`src/rtl/debug_unlock_ctrl.sv`:
```
// debug_unlock_ctrl: key-authenticated, time-limited debug unlock with back-off and sticky lockout.
// Optional scan guard: define DBG_UNLOCK_SCAN_GUARD_EN.
module debug_unlock_ctrl #(
  parameter int KEY_WORDS = 4,
  parameter logic [16*KEY_WORDS-1:0] UNLOCK_KEY = 64'hA5A5_1234_C0DE_F00D,
  parameter int MAX_FAIL = 3,
  parameter int BACKOFF_CYC = 16,
  parameter int SESSION_CYC = 1024
) (
  input  logic Clk,
  input  logic resetn,
  input  logic key_valid,
  input  logic [15:0] key_word,
  output logic key_ready,
  input  logic dbg_exit,
  input  logic scan_mode,
  output logic debug_unlocked,
  output logic auth_fail,
  output logic lockout,
  output logic [$clog2(MAX_FAIL+1)-1:0] fail_count
);
  localparam int W = 16 * KEY_WORDS;
  localparam int IW = $clog2(KEY_WORDS + 1);
  localparam int FW = $clog2(MAX_FAIL + 1);
  localparam int SW = SESSION_CYC > 1 ? $clog2(SESSION_CYC) : 1;
  localparam int BW = BACKOFF_CYC > 1 ? $clog2(BACKOFF_CYC) : 1;
  typedef enum logic [2:0] {IDLE, COLLECT, CHECK, UNLOCKED, BACKOFF, LOCKOUT} state_t;
  state_t state, nxt;
  logic [W-1:0] key_sr;
  logic [IW-1:0] idx;
  logic [SW-1:0] sess_cnt;
  logic [BW-1:0] back_cnt;
  logic [FW-1:0] fail_nxt;
  logic du_q, scan, accept, last, match, sess_done, back_done, chk_fail, stay_unl;
`ifdef DBG_UNLOCK_SCAN_GUARD_EN
  assign scan = scan_mode;
`else
  logic unused_scan;
  assign scan = 1'b0;
  assign unused_scan = scan_mode;
`endif
  assign key_ready = (state == IDLE || state == COLLECT) & ~scan & resetn;
  assign accept = key_valid & key_ready;
  assign last = idx == IW'(KEY_WORDS - 1);
  assign match = key_sr == UNLOCK_KEY;
  assign sess_done = SESSION_CYC != 0 && sess_cnt == SW'(SESSION_CYC - 1);
  assign back_done = back_cnt == BW'(BACKOFF_CYC - 1);
  assign fail_nxt = fail_count == FW'(MAX_FAIL) ? fail_count : FW'(fail_count + 1'b1);
  assign chk_fail = state == CHECK && !match && !scan;
  assign stay_unl = state == UNLOCKED && nxt == UNLOCKED;
  assign debug_unlocked = du_q & ~scan;
  always_comb begin
    nxt = state;
    case (state)
      IDLE:     if (accept) nxt = KEY_WORDS == 1 ? CHECK : COLLECT;
      COLLECT:  if (dbg_exit) nxt = IDLE; else if (accept && last) nxt = CHECK;
      CHECK:    nxt = match ? UNLOCKED : (fail_nxt == FW'(MAX_FAIL) ? LOCKOUT : BACKOFF);
      UNLOCKED: if (dbg_exit || sess_done) nxt = IDLE;
      BACKOFF:  if (back_done) nxt = IDLE;
      LOCKOUT:  nxt = LOCKOUT;
      default:  nxt = IDLE;
    endcase
    if (scan && (state == COLLECT || state == CHECK || state == UNLOCKED)) nxt = IDLE;
  end
  always_ff @(posedge Clk or negedge resetn) begin
    if (!resetn) begin
      state <= IDLE;
      key_sr <= '0;
      idx <= '0;
      sess_cnt <= '0;
      back_cnt <= '0;
      fail_count <= '0;
      du_q <= 1'b0;
      auth_fail <= 1'b0;
      lockout <= 1'b0;
    end else begin
      state <= nxt;
      auth_fail <= chk_fail;
      lockout <= nxt == LOCKOUT;
      du_q <= stay_unl;
      sess_cnt <= stay_unl ? SW'(sess_cnt + 1'b1) : '0;
      back_cnt <= (state == BACKOFF && nxt == BACKOFF) ? BW'(back_cnt + 1'b1) : '0;
      if (state == CHECK && !scan) fail_count <= match ? '0 : fail_nxt;
      // Partial keys never survive a return to IDLE or a compare.
      if (state == CHECK || nxt == IDLE) begin
        key_sr <= '0;
        idx <= '0;
      end else if (accept) begin
        key_sr <= W'({key_sr, key_word});
        idx <= IW'(idx + 1'b1);
      end
    end
  end
endmodule
```
`config.mk`:
```
export PLATFORM = sky130hd
export DESIGN_NAME = debug_unlock_ctrl
export DESIGN_NICKNAME = d
export VERILOG_FILES = /design/src/rtl/debug_unlock_ctrl.sv
export SDC_FILE = /design/constraint.sdc
export NUM_CORES = 1
export LEC_CHECK = 0
export CAP_MARGIN = 20
export CORE_AREA = 3 3 93 95
export CTS_CLUSTER_DIAMETER = 40
export DETAILED_ROUTE_END_ITERATION = 12
export DIE_AREA = 0 0 96 98
export HOLD_SLACK_MARGIN = 0.12
export PLACE_DENSITY = 0.7
export SLEW_MARGIN = 25
export SYNTH_ARGS = -nofsm -noshare
export SYNTH_HDL_FRONTEND = slang
export SYNTH_SLANG_ARGS = --single-unit
```
`constraint.sdc`:
```
create_clock -name Clk -period 4.2 [get_ports Clk]
set_input_delay 0.63 -clock Clk [delete_from_list [all_inputs] [get_ports Clk]]
set_output_delay 0.63 -clock Clk [all_outputs]
set_load 0.005 [all_outputs]
```
# Word level (Yosys, flattened, before mapping)
# Cells that the tools add are included.
# W data, S select, Z words.
# totals
reg_bits,89
out_inout_bits,6
# op_classes
n_addsub,4
n_eq_ne,14
n_mux,16
bitwise,2
reduce_logical,11
# op_table
cell,n
$mux W64,2
$eq A64 B64 Y1 const B,1
$mux W3,8
$pmux W3 S6,1
$eq A3 B2 Y1 const B,4
$eq A3 B3 Y1 const B,4
$add A10 B1 Y10 const B,1
$eq A10 B10 Y1 const B,1
$mux W10,1
$logic_not A3 Y1,2
$add A4 B1 Y4 const B,1
$eq A2 B2 Y1 const B,2
$eq A4 B4 Y1 const B,1
$logic_and A1 B1 Y1,4
$mux W2,2
$mux W4,1
$add A3 B1 Y3 const B,1
$eq A3 B1 Y1 const B,1
$logic_or A1 B1 Y1,3
$add A2 B1 Y2 const B,1
$and A1 B1 Y1,2
$reduce_bool A2 Y1,1
$logic_not A1 Y1,1
$mux W1,1

# Longest topological paths before layout
# logic_depth
word_depth,11
mapped_depth,9
ltp_nobuf,7

# Worst setup path before layout
# No wires, ideal clock.
# synth_path
kind,input -> register
start,input port resetn
end,register lockout
setup_time_ps,157
arrival_ps,1782
setup_slack_ps,2260
path_stages,6
path_cell_list,nor3b_1 and2_1 buf_2 nand2_1 a2111oi_0 a22oi_1
# synth_via
elab_chain_cells,7
elab_cells_between_ends,8
classes_between,eq/ne: 1; mux: 4; bitwise: 2; reduce/logical: 1
# synth_rtl
element,line,text
start: declaration,11,"input logic resetn,"
$and A1 B1 Y1 *,42,assign key_ready = (state == IDLE || state == COLLECT) & ~scan & resetn;
$and A1 B1 Y1 *,43,assign accept = key_valid & key_ready;
$logic_and A1 B1 Y1,56,COLLECT: if (dbg_exit) nxt = IDLE; else if (accept && last) nxt = CHECK;
$mux W3 (2 in a row),56,
$pmux W3 S6 *,54,case (state)
$eq A3 B3 Y1 *,79,lockout <= nxt == LOCKOUT;
end signal: assignment,75,lockout <= 1'b0;
end signal: assignment,79,
end: declaration,19,"output logic lockout,"
# Mark *: on every way between the ends. The rest lies on a longest branch, timed or not.
# A chain may end at the register's enable or synchronous reset.

# Final worst setup path
# layout_path
start,input port resetn
end,output port key_ready
# layout_via
elab_chain_cells,1
# layout_rtl
element,line,text
$and A1 B1 Y1,42,
end: declaration,14,"output logic key_ready,"
# No other way between the ends.

==> impl_metrics.env <==
export IMPL_run_status="complete, no violations"
export IMPL_slew_violations=0
export IMPL_core_mm2=0.00781
export IMPL_root_buffer="clkbuf_8"
export IMPL_slew_limit_headroom_pct=53.6
export IMPL_num_antenna_cells=0
export IMPL_synth_fa_ha_area_share_pct=1.27
export IMPL_cts_sinks=89
export IMPL_yosysWarnings=0
export IMPL_worstRegToRegCells=7
export IMPL_power_density_mw_per_mm2=459
export IMPL_grt_max_degree=69
export IMPL_synth_ff_type="dfrtp_1"
export IMPL_finalSetupViolCount=0
export IMPL_cts_buffers=9
export IMPL_ir_drop_uv=391
export IMPL_cap_violations=0
export IMPL_drt_wl_total_um=7740
export IMPL_die_h_um=98
export IMPL_synth_distinct_cells=36
export IMPL_leakage_nw=1.81
export IMPL_drive_gt1_share_pct=12.4
export IMPL_syn_to_final_growth_pct=13.2
export IMPL_start_util_pct=50.6
export IMPL_synth_edf_count=0
export IMPL_hold_class="in2async"
export IMPL_ctsResizeCount=0
export IMPL_required_ns=3.57
export IMPL_clock_path_buffers=2
export IMPL_fmax_mhz=399
export IMPL_cts_tree="yes"
export IMPL_postRouteAntennaNets=0
export IMPL_ys_seq_area_share_pct=56.4
export IMPL_wl_per_cell_um=14.6
export IMPL_crit_chain="buf_4 > nor3b_1 > clkdlybuf4s50_1"
export IMPL_worst_path_max_delay_cell="clkdlybuf4s50_1"
export IMPL_die_x_um=96
export IMPL_period_needed_ns=2.51
export IMPL_crit_type="in2out"
export IMPL_dr_pass1_iters=4
export IMPL_holdWs_ns=0.243
export IMPL_io_buffers=25
export IMPL_h_tree_depth=3
export IMPL_endpoint_kind="primary output"
export IMPL_ctsHoldBuffers=0
export IMPL_synth_top_family_by_area="simple AND/OR/NAND/NOR gates"
export IMPL_antenna_found_initial=0
export IMPL_clk_pin_slew_worst_paths_ns=0.08
export IMPL_first_global_vias=2803
export IMPL_grt_pass1_wl_um=13400
export IMPL_cp_start_kind="input pin"
export IMPL_synthCells=408
export IMPL_rows=32
export IMPL_cp_data_arrival_time_ns=1.88
export IMPL_vias=2851
export IMPL_final_cells=531
export IMPL_synth_fp_nets=433
export IMPL_grtUsageTotal_pct=17.8
export IMPL_period_share_pct=59.7
export IMPL_synthMuxAreaShare_pct=0
export IMPL_fin_nets=450
export IMPL_crit_fanout=39
export IMPL_setup_tns_ns=0
export IMPL_placed_cells=516
export IMPL_clk_latency_ns=0.34
export IMPL_yosys_area_share_simple_pct=22.9
export IMPL_drtIter0Drc=209
export IMPL_rsz0062_at_grt="false"
export IMPL_stdcell_area_mm2=0.00447
export IMPL_async_reset_ff_share_pct=100
export IMPL_critPathMaxStageDelay_ns=0.55
export IMPL_via_per_inst=5.37
export IMPL_grt_overflow=0
export IMPL_worst_pin_slew_ns=0.696
export IMPL_synthXorXnorAreaFrac_pct=2.22
export IMPL_avgSynthCellArea_um2=9.68
export IMPL_synth_compound_area_share_pct=13.4
export IMPL_io_pins=27
export IMPL_design_die_area_mm2=0.00941
export IMPL_synth_area_mm2=0.00395
export IMPL_place_gp_congestion=0.791
export IMPL_fill_cells=702
export IMPL_synth_seq_cells=89
export IMPL_place_hpwl_um=4800
export IMPL_fin_skew_ns=0.00710
export IMPL_cts_setup_buffers=0
export IMPL_placed_area_mm2=0.00426
export IMPL_hold_viol=0
export IMPL_drc_errors=0
[area by class of cell]
cell class / count / area [um^2] / area share, %
Clock inverter: 3 / 65.1 / 1.46
Timing Repair Buffer: 29 / 290 / 6.49
Tap cell: 102 / 128 / 2.86
Inverter: 6 / 22.5 / 0.504
Multi-Input combinational cell: 290 / 1590 / 35.6
Clock buffer: 12 / 145 / 3.25
Sequential cell: 89 / 2230 / 49.8
[cell usage in the layout (no fill, tap or decap), types with 4 or more instances in the layout]
cell type and n:
nand2_1 137, dfrtp_1 89, a21oi_1 38, a21oi_2 30, clkdlybuf4s50_1 24, nor2_1 17, clkbuf_8 10, nand3_1 7
inv_1 6, nor4bb_1 6, xor2_1 6, nor4_1 5, nand4_1 5, nor4b_1 4, and4b_1 4, xnor2_1 4
ha_1 4, buf_4 4
[worst paths after layout]
kind / startpoint / end / slack [ns]
worst max-delay path: resetn / key_ready / 1.69
worst min-delay path: resetn / sess_cnt[6] / 0.24
worst max register to register: sess_cnt[0] / lockout / 2.04
worst min register to register: back_cnt[0] / back_cnt[0] / 0.46
max in group asynchronous: resetn / key_sr[21] / 2.90
min in group Clk: back_cnt[0] / back_cnt[0] / 0.46
[metrics by stage]
step                setup slack (ns)  power [mW]  utilization [%]
global placement                1.65        1.44             54.6
global route                    1.57        2.16             57.2
CTS                             1.64        2.07             57.2
finish                          1.69        2.05             57.2
detailed placement              1.62        1.44             54.6
floorplan                       2.26        1.33                -
[synthesized netlist by cell type, types with 3 or more instances]
master	count	share of area, %
inv_1	6	0.57
nand4_1	5	0.79
dfrtp_1	89	56
and4b_1	4	1.0
a21oi_2	30	6.7
ha_1	4	1.3
nand2_1	137	13
a21oi_1	38	4.8
and2_1	3	0.48
nand3_1	7	0.89
nor4_1	5	0.79
nor4b_1	4	0.89
xnor2_1	4	0.89
clkbuf_1	16	1.5
nor2_1	17	1.6
xor2_1	6	1.3
buf_6	4	1.1
nor4bb_1	6	1.5
[metal layers]
| metal | global-route usage, % | share of wire [%] | wire length, um |
|---|---|---|---|
| met5 | 0 | 0 | 0 |
| met4 | 4.92 | 0.98 | 76 |
| met2 | 26.3 | 46 | 3570 |
| met1 | 26.3 | 50 | 3860 |
| met3 | 3.93 | 3.0 | 231 |
[worst max-delay path, delay by kind of cell]
| kind | cells | cell delay, ns |
|---|---|---|
| simple gates | 1 | 0.29 |
| buf+inv | 2 | 0.95 |
[where the power goes]
group | switching [mW] | internal (mW) | total [mW] | leakage, nW
combinational | 0.343 | 0.127 | 0.470 | 0.465
clock | 0.278 | 0.348 | 0.626 | 0.106
sequential | 0.0487 | 0.909 | 0.957 | 1.24
total | 0.669 | 1.38 | 2.05 | 1.81
[flip-flops by register name, summed over array words and instances (netlist names)]
signal,flops
sess_cnt,10
idx,3
lockout,1
fail_count,2
state,3
debug_unlocked,1
key_sr,64
auth_fail,1
back_cnt,4
[cells by family after synthesis]
kind of cell | after synthesis
AO/OA/AOI/OAI | 78
XOR/XNOR | 10
adder cells (fa/ha/maj) | 4
buffers and inverters | 29
flip-flops | 89
AND/OR/NAND/NOR | 198
(Power assumes the default switching activity.)
